$ cat config.mk
export PLATFORM = sky130hd
export DESIGN_NAME = pseudo_spi_rx_intf_flat
export DESIGN_NICKNAME = d
export VERILOG_FILES = /design/src/rtl/pseudo_spi_rx_intf_if.sv /design/src/rtl/pseudo_spi_rx_intf.sv /design/src/flat_wrapper.sv
export SDC_FILE = /design/constraint.sdc
export NUM_CORES = 1
export LEC_CHECK = 0
export ABC_AREA = 1
export CAP_MARGIN = 30
export CELL_PAD_IN_SITES_DETAIL_PLACEMENT = 0
export CELL_PAD_IN_SITES_GLOBAL_PLACEMENT = 2
export CORE_AREA = 4 4 69 134
export CTS_BUF_LIST = sky130_fd_sc_hd__clkbuf_8 sky130_fd_sc_hd__clkbuf_16
export DETAILED_ROUTE_END_ITERATION = 16
export DIE_AREA = 0 0 73 138
export DONT_BUFFER_PORTS = 1
export GPL_TIMING_DRIVEN = 0
export HOLD_SLACK_MARGIN = 0.1
export PLACE_DENSITY_LB_ADDON = 0.1
export SYNTH_ARGS = -nofsm -noshare
export SYNTH_HDL_FRONTEND = slang
export SYNTH_SLANG_ARGS = --single-unit
$ cat constraint.sdc
create_clock -name CLK -period 1.5 [get_ports CLK]
set_input_delay 0.225 -clock CLK [delete_from_list [all_inputs] [get_ports CLK]]
set_output_delay 0.225 -clock CLK [all_outputs]
set_load 0.005 [all_outputs]
$ cat src/rtl/pseudo_spi_rx_intf_if.sv
// pseudo_spi_rx_intf_if: serial inputs (BGN, ADDR_BGN, DATA_LEN, SCLK1, SCLK2, LAT, SPI_SI) and SRAM write port (CEN, WEN, A, D) plus status (FRM_ERR, spi_is_done); master drives serial, slave is the receiver
interface pseudo_spi_rx_intf_if #(
  parameter int MEMORY_DATA_WIDTH = 8,
  parameter int MEMORY_ADDR_WIDTH = 9,
  parameter int RESERVED_DATA_LEN = 8
);
  logic                         BGN;
  logic [MEMORY_ADDR_WIDTH-1:0] ADDR_BGN;
  logic [RESERVED_DATA_LEN-1:0] DATA_LEN;
  logic                         SCLK1;
  logic                         SCLK2;
  logic                         LAT;
  logic                         SPI_SI;
  logic                         CEN;
  logic                         WEN;
  logic [MEMORY_ADDR_WIDTH-1:0] A;
  logic [MEMORY_DATA_WIDTH-1:0] D;
  logic                         FRM_ERR;
  logic                         spi_is_done;
  modport master (
    output BGN, ADDR_BGN, DATA_LEN, SCLK1, SCLK2, LAT, SPI_SI,
    input  CEN, WEN, A, D, FRM_ERR, spi_is_done
  );
  modport slave (
    input  BGN, ADDR_BGN, DATA_LEN, SCLK1, SCLK2, LAT, SPI_SI,
    output CEN, WEN, A, D, FRM_ERR, spi_is_done
  );
endinterface

$ cat src/rtl/pseudo_spi_rx_intf.sv
// pseudo_spi_rx_intf: deserializes LSB-first bytes (SCLK2-sampled, LAT-committed) and writes them to SRAM at descending addresses from ADDR_BGN; ports CLK, RST and bus (slave modport)
module pseudo_spi_rx_intf #(
  parameter int MEMORY_DATA_WIDTH = 8,
  parameter int MEMORY_ADDR_WIDTH = 9,
  parameter int RESERVED_DATA_LEN = 8
) (
  input logic                 CLK,
  input logic                 RST,
  pseudo_spi_rx_intf_if.slave bus
);
  localparam int BW = $clog2(MEMORY_DATA_WIDTH + 2);
  localparam logic [BW-1:0] FULL = BW'(MEMORY_DATA_WIDTH);
  localparam logic [BW-1:0] OVER = BW'(MEMORY_DATA_WIDTH + 1);
  typedef enum logic [2:0] {RX_IDLE, RX_ARM, RX_SHIFT, RX_WRITE, RX_NEXT, RX_DONE} state_t;
  state_t state, next;
  logic [1:0] sclk1_q, sclk2_q, lat_q, si_q;
  logic sclk2_d, lat_d, sclk2_rise, lat_rise;
  logic [MEMORY_DATA_WIDTH-1:0] shreg;
  logic [BW-1:0] bit_cnt;
  logic [RESERVED_DATA_LEN-1:0] byte_cnt;
  assign sclk2_rise = sclk2_q[1] & ~sclk2_d;
  assign lat_rise = lat_q[1] & ~lat_d;
  always_ff @(posedge CLK) begin
    if (RST) begin
      sclk1_q <= '0;
      sclk2_q <= '0;
      lat_q <= '0;
      si_q <= '0;
      sclk2_d <= 1'b0;
      lat_d <= 1'b0;
    end else begin
      sclk1_q <= {sclk1_q[0], bus.SCLK1};
      sclk2_q <= {sclk2_q[0], bus.SCLK2};
      lat_q <= {lat_q[0], bus.LAT};
      si_q <= {si_q[0], bus.SPI_SI};
      sclk2_d <= sclk2_q[1];
      lat_d <= lat_q[1];
    end
  end
  always_ff @(posedge CLK) state <= RST ? RX_IDLE : next;
  always_comb begin
    next = state;
    bus.CEN = state != RX_WRITE;
    bus.WEN = state != RX_WRITE;
    bus.spi_is_done = state == RX_DONE;
    case (state)
      RX_IDLE:  next = bus.BGN ? RX_ARM : RX_IDLE;
      RX_ARM:   next = RX_SHIFT;
      RX_SHIFT: next = lat_rise && bit_cnt == FULL ? RX_WRITE : RX_SHIFT;
      RX_WRITE: next = RX_NEXT;
      RX_NEXT:  next = byte_cnt == '0 ? RX_DONE : RX_SHIFT;
      RX_DONE:  next = RX_DONE;
      default:  next = RX_IDLE;
    endcase
    if (!bus.BGN) next = RX_IDLE;
  end
  always_ff @(posedge CLK) begin
    if (RST) begin
      bus.A <= '0;
      bus.D <= '0;
      bus.FRM_ERR <= 1'b0;
      shreg <= '0;
      bit_cnt <= '0;
      byte_cnt <= '0;
    end else begin
      case (state)
        RX_ARM: begin
          bus.A <= bus.ADDR_BGN;
          byte_cnt <= bus.DATA_LEN;
          bit_cnt <= '0;
          bus.FRM_ERR <= 1'b0;
        end
        RX_SHIFT: begin
          if (lat_rise) begin
            if (bit_cnt == FULL) bus.D <= shreg;
            else begin
              bus.FRM_ERR <= 1'b1;
              bit_cnt <= '0;
            end
          end else if (sclk2_rise) begin
            if (sclk1_q[1]) bus.FRM_ERR <= 1'b1;
            else begin
              shreg <= {si_q[1], shreg[MEMORY_DATA_WIDTH-1:1]};
              bit_cnt <= bit_cnt == OVER ? OVER : bit_cnt + 1'b1;
            end
          end
        end
        RX_NEXT: begin
          bit_cnt <= '0;
          if (byte_cnt != '0) begin
            bus.A <= bus.A - MEMORY_ADDR_WIDTH'(1);
            byte_cnt <= byte_cnt - 1'b1;
          end
        end
        default: ;
      endcase
    end
  end
endmodule

$ cat src/flat_wrapper.sv
// flat-port wrapper written by rule: the top's interface ports become plain ports
module pseudo_spi_rx_intf_flat 
#(
  parameter int MEMORY_DATA_WIDTH = 8,
  parameter int MEMORY_ADDR_WIDTH = 9,
  parameter int RESERVED_DATA_LEN = 8
)
  (CLK, RST, bus_BGN, bus_ADDR_BGN, bus_DATA_LEN, bus_SCLK1, bus_SCLK2, bus_LAT, bus_SPI_SI, bus_CEN, bus_WEN, bus_A, bus_D, bus_FRM_ERR, bus_spi_is_done);
  pseudo_spi_rx_intf_if #(.MEMORY_DATA_WIDTH(MEMORY_DATA_WIDTH), .MEMORY_ADDR_WIDTH(MEMORY_ADDR_WIDTH), .RESERVED_DATA_LEN(RESERVED_DATA_LEN)) bus_i ();
  input logic CLK;
  input logic RST;
  input wire logic [$bits(bus_i.BGN)-1:0] bus_BGN;
  input wire logic [$bits(bus_i.ADDR_BGN)-1:0] bus_ADDR_BGN;
  input wire logic [$bits(bus_i.DATA_LEN)-1:0] bus_DATA_LEN;
  input wire logic [$bits(bus_i.SCLK1)-1:0] bus_SCLK1;
  input wire logic [$bits(bus_i.SCLK2)-1:0] bus_SCLK2;
  input wire logic [$bits(bus_i.LAT)-1:0] bus_LAT;
  input wire logic [$bits(bus_i.SPI_SI)-1:0] bus_SPI_SI;
  output wire logic [$bits(bus_i.CEN)-1:0] bus_CEN;
  output wire logic [$bits(bus_i.WEN)-1:0] bus_WEN;
  output wire logic [$bits(bus_i.A)-1:0] bus_A;
  output wire logic [$bits(bus_i.D)-1:0] bus_D;
  output wire logic [$bits(bus_i.FRM_ERR)-1:0] bus_FRM_ERR;
  output wire logic [$bits(bus_i.spi_is_done)-1:0] bus_spi_is_done;
  assign bus_i.BGN = bus_BGN;
  assign bus_i.ADDR_BGN = bus_ADDR_BGN;
  assign bus_i.DATA_LEN = bus_DATA_LEN;
  assign bus_i.SCLK1 = bus_SCLK1;
  assign bus_i.SCLK2 = bus_SCLK2;
  assign bus_i.LAT = bus_LAT;
  assign bus_i.SPI_SI = bus_SPI_SI;
  assign bus_CEN = bus_i.CEN;
  assign bus_WEN = bus_i.WEN;
  assign bus_A = bus_i.A;
  assign bus_D = bus_i.D;
  assign bus_FRM_ERR = bus_i.FRM_ERR;
  assign bus_spi_is_done = bus_i.spi_is_done;
  pseudo_spi_rx_intf #(.MEMORY_DATA_WIDTH(MEMORY_DATA_WIDTH), .MEMORY_ADDR_WIDTH(MEMORY_ADDR_WIDTH), .RESERVED_DATA_LEN(RESERVED_DATA_LEN)) u_core (.CLK(CLK), .RST(RST), .bus(bus_i));
endmodule
==> flow_summary_export.csv <==
group,metric,value,unit
timing,min_period,1.42,ns
yosys,syn-num-nets,396,
power_and_ir_drop,leakage,1.29,nW
die,coreArea,0.00829,mm2
finish,final_nets,414,
die,die_width,73,um
placement,post-place-ws,-0.190,ns
global_route,grt_overflow_total,0,
detailed_routing,viasPerCell,4.72,
die,ios,45,
placement,dp_cells,468,
timing,finalSetupTns,0,ns
detailed_routing,drtIter0Drc,64,
global_route,grt_pass1_wl,11.5,mm
finish,final-instance-count-excl-fill,487,
clock_network,clk_latency,0.29,ns
hold_path,whs_path_depth,2,
critical_path,r2r_cells,10,
critical_path,worstPathArrival,1.61,ns
critical_path,cp-end-kind,"flop",
detailed_routing,drc,0,
global_route,grt_pass1_vias,2267,
timing,maxSlewHeadroom,52.4,%
global_route,antenna_found_initial,0,
job,max_cap_violations,0,
clock_network,clock_sinks,51,
timing,period_share,94.4,%
finish,final_cell_mix,"68 x nand2_1, 49 x inv_1, 47 x nor2_1, 47 x dfxtp_1, 35 x o21ai_0",
critical_path,crit_path_max_incr_delay,0.31,ns
detailed_routing,wl_per_cell,14.8,um
hold_path,min-delay-start,"bus_BGN",
power_and_ir_drop,powerDensity,1150,mW/mm2
finish,final_common_cell,"nand2_1",
critical_path,path_max_fanout,10,
timing,rsz0062_at_grt,"yes",
power_and_ir_drop,vdd_ir_drop_max,0.920,mV
yosys,yosys.cell_types.count,28,
detailed_routing,final_antenna_net_count,0,
critical_path,critical-path-slowest-cell,"dfxtp_1",
yosys,synthCells,370,
timing,whs,0.107,ns
placement,dp_hpwl,5.43,mm
hold_path,worst_hold_path_type,"in -> reg",
timing,fin_worst_skew,0.00778,ns
yosys,yosys_warnings,0,
clock_network,cts_buffers,5,
critical_path,worstSetupPathType,"reg -> reg",
detailed_routing,drt_pass1_iterations,4,
yosys,synth_seq_area_share,40.9,%
clock_network,cts.path.max_buffers,2,
yosys,syn_area,0.00250,mm2
critical_path,r2r_setup_slack,0.08,ns
detailed_routing,drt-total-wl,7.21,mm
timing,slew_violations,0,
placement,io_buffers,0,
die,rows,47,
placement,place.gp.congestion,0.771,
global_route,grt_usage,14.9,%
clock_network,clockRootBuffer,"clkbuf_16",
timing,setup-violations-final,0,
hold_path,min_to,"u_core.state[1]$_SDFF_PP0_",
clock_network,clk_pin_slew_worst_paths,0.08,ns
clock_network,tritoncts,"yes",
finish,area_growth,20.0,%
finish,diodes,0,
critical_path,rr_endpoint,"u_core.byte_cnt[5]$_SDFFE_PP0P_",
critical_path,worst_r2r_startpoint,"u_core.byte_cnt[1]$_SDFFE_PP0P_",
critical_path,path_buf_inv,3,
clock_network,h-tree-depth,2,
critical_path,critPathRequiredTime,1.69,ns
detailed_routing,vias,2300,
critical_path,cp_top_family,"simple AND/OR/NAND/NOR gates",
timing,layout_setup_ws,0.0840,ns
timing,worstMarginPinSlew,0.713,ns
run_status,status,"finished clean",
critical_path,path_cells,"inv_2, ha_4, nand2_2, nor2_4, nand3_2, nand2_4, inv_4, buf_8, o21ai_1, nor2_1",
finish,layout-drive-gt1-share,16.2,%
critical_path,critPathLaunchType,"flop",
global_route,grt_max_degree,18,
timing,timing.fmax,0.706,GHz
die,floorplan.initialDensity,30.1,%
die,die_y,138,um
timing,hold_viol,0,
die,die_area,0.0101,mm2
yosys,postSynthAreaPerCell,6.75,um2
yosys,synth-seq-cells,51,
## kinds of logic (layout without fill, tap and decap cells)
| kind of cell | count (synthesis) | after routing | share of synthesized area (%) |
|---|---|---|---|
| flip-flops | 51 | 51 | 40.9 |
| AO/OA/AOI/OAI | 84 | 84 | 17.5 |
| AND/OR/NAND/NOR | 164 | 164 | 28.5 |
| adder cells (fa/ha/maj) | 2 | 2 | 1.00 |
| buffers and inverters | 69 | 88 | 12.1 |
## per-layer routing
metal / track usage [%] / up-vias / routed length, um
met5: 0 / - / 0
met4: 5.16 / 0 / 168
met3: 3.05 / 10 / 307
met2: 28.2 / 37 / 4110
met1: 15.3 / 1045 / 2630
li1: - / 1208 / -
## registers in the layout (all words and copies together), names as in the netlist
register	flops
u_core.byte_cnt	8
u_core.si_q	2
u_core.lat_d	1
u_core.sclk1_q	2
u_core.sclk2_d	1
u_core.bus.FRM_ERR	1
u_core.sclk2_q	2
u_core.bus.A	9
u_core.bit_cnt	4
u_core.shreg	8
u_core.bus.D	8
u_core.lat_q	2
u_core.state	3
## how the worst max path moves through the flow
stage,startpoint,endpoint,depth (start not counted)
floorplan,u_core.byte_cnt[0]$_SDFFE_PP0P_,u_core.bus.A[7]$_SDFFE_PP0P_,10
global placement,u_core.byte_cnt[0]$_SDFFE_PP0P_,u_core.byte_cnt[3]$_SDFFE_PP0P_,10
detailed placement,u_core.byte_cnt[0]$_SDFFE_PP0P_,u_core.byte_cnt[3]$_SDFFE_PP0P_,10
CTS,u_core.state[0]$_SDFF_PP0_,u_core.bus.A[2]$_SDFFE_PP0P_,7
global route,u_core.bus.A[4]$_SDFFE_PP0P_,u_core.bus.A[7]$_SDFFE_PP0P_,8
finish,u_core.byte_cnt[1]$_SDFFE_PP0P_,u_core.byte_cnt[5]$_SDFFE_PP0P_,10
## synthesized netlist by cell type
cell type	count	area share, %
a21oi_1	33	6.6
a31o_2	1	0.35
a41oi_1	1	0.35
and2_1	1	0.25
buf_1	3	0.45
buf_2	2	0.40
buf_4	4	1.2
buf_6	3	1.4
clkbuf_1	2	0.30
dfxtp_1	51	41
ha_1	2	1.0
inv_1	51	7.7
inv_2	3	0.45
inv_4	1	0.25
nand2_1	70	11
nand2_2	4	1.0
nand2_4	1	0.45
nand3_1	27	5.4
nand3_2	4	1.6
nand4_1	1	0.25
nor2_1	51	7.7
nor2_2	3	0.75
nor2_4	1	0.45
nor3_1	1	0.20
o21ai_0	38	7.6
o21ai_1	8	1.6
o21ai_2	2	0.70
o21bai_1	1	0.30
## area by class of cell
| cell class | count | area (um2) |
|---|---|---|
| flip-flops and latches | 51 | 1030 |
| multi-input cells | 250 | 1260 |
| repair buffers | 11 | 92.6 |
| clock buffers | 5 | 125 |
| inverters | 55 | 214 |
| clock inverters | 3 | 47.5 |
| well taps | 98 | 123 |
| fillers | 926 | 5290 |
| plain buffers | 14 | 106 |
## where the power goes
group          switching (W)  leakage (nW)  internal [W]
logic               0.000375         0.788      0.000230
registers          0.0000675         0.417       0.00142
clock network       0.000552        0.0844      0.000798
total               0.000994          1.29       0.00245
## timing repair
action	CTS	global route
pin swaps	3	3
gates resized for setup	9	26
setup endpoints to repair	18	32
hold buffers	4	0
setup buffers	2	5
hold endpoints to repair	4	0
## stage by stage
stage | total power [W] | utilization, % | instance area [um2]
after floorplan | 0.00190 | - | 2500
after global placement | 0.00204 | 31.6 | 2620
after detailed placement | 0.00204 | 31.6 | 2620
after CTS | 0.00347 | 34.7 | 2880
after global routing | 0.00363 | 36.2 | 3000
final | 0.00344 | 36.2 | 3000
No activity file was read; power rests on OpenSTA's default activity.
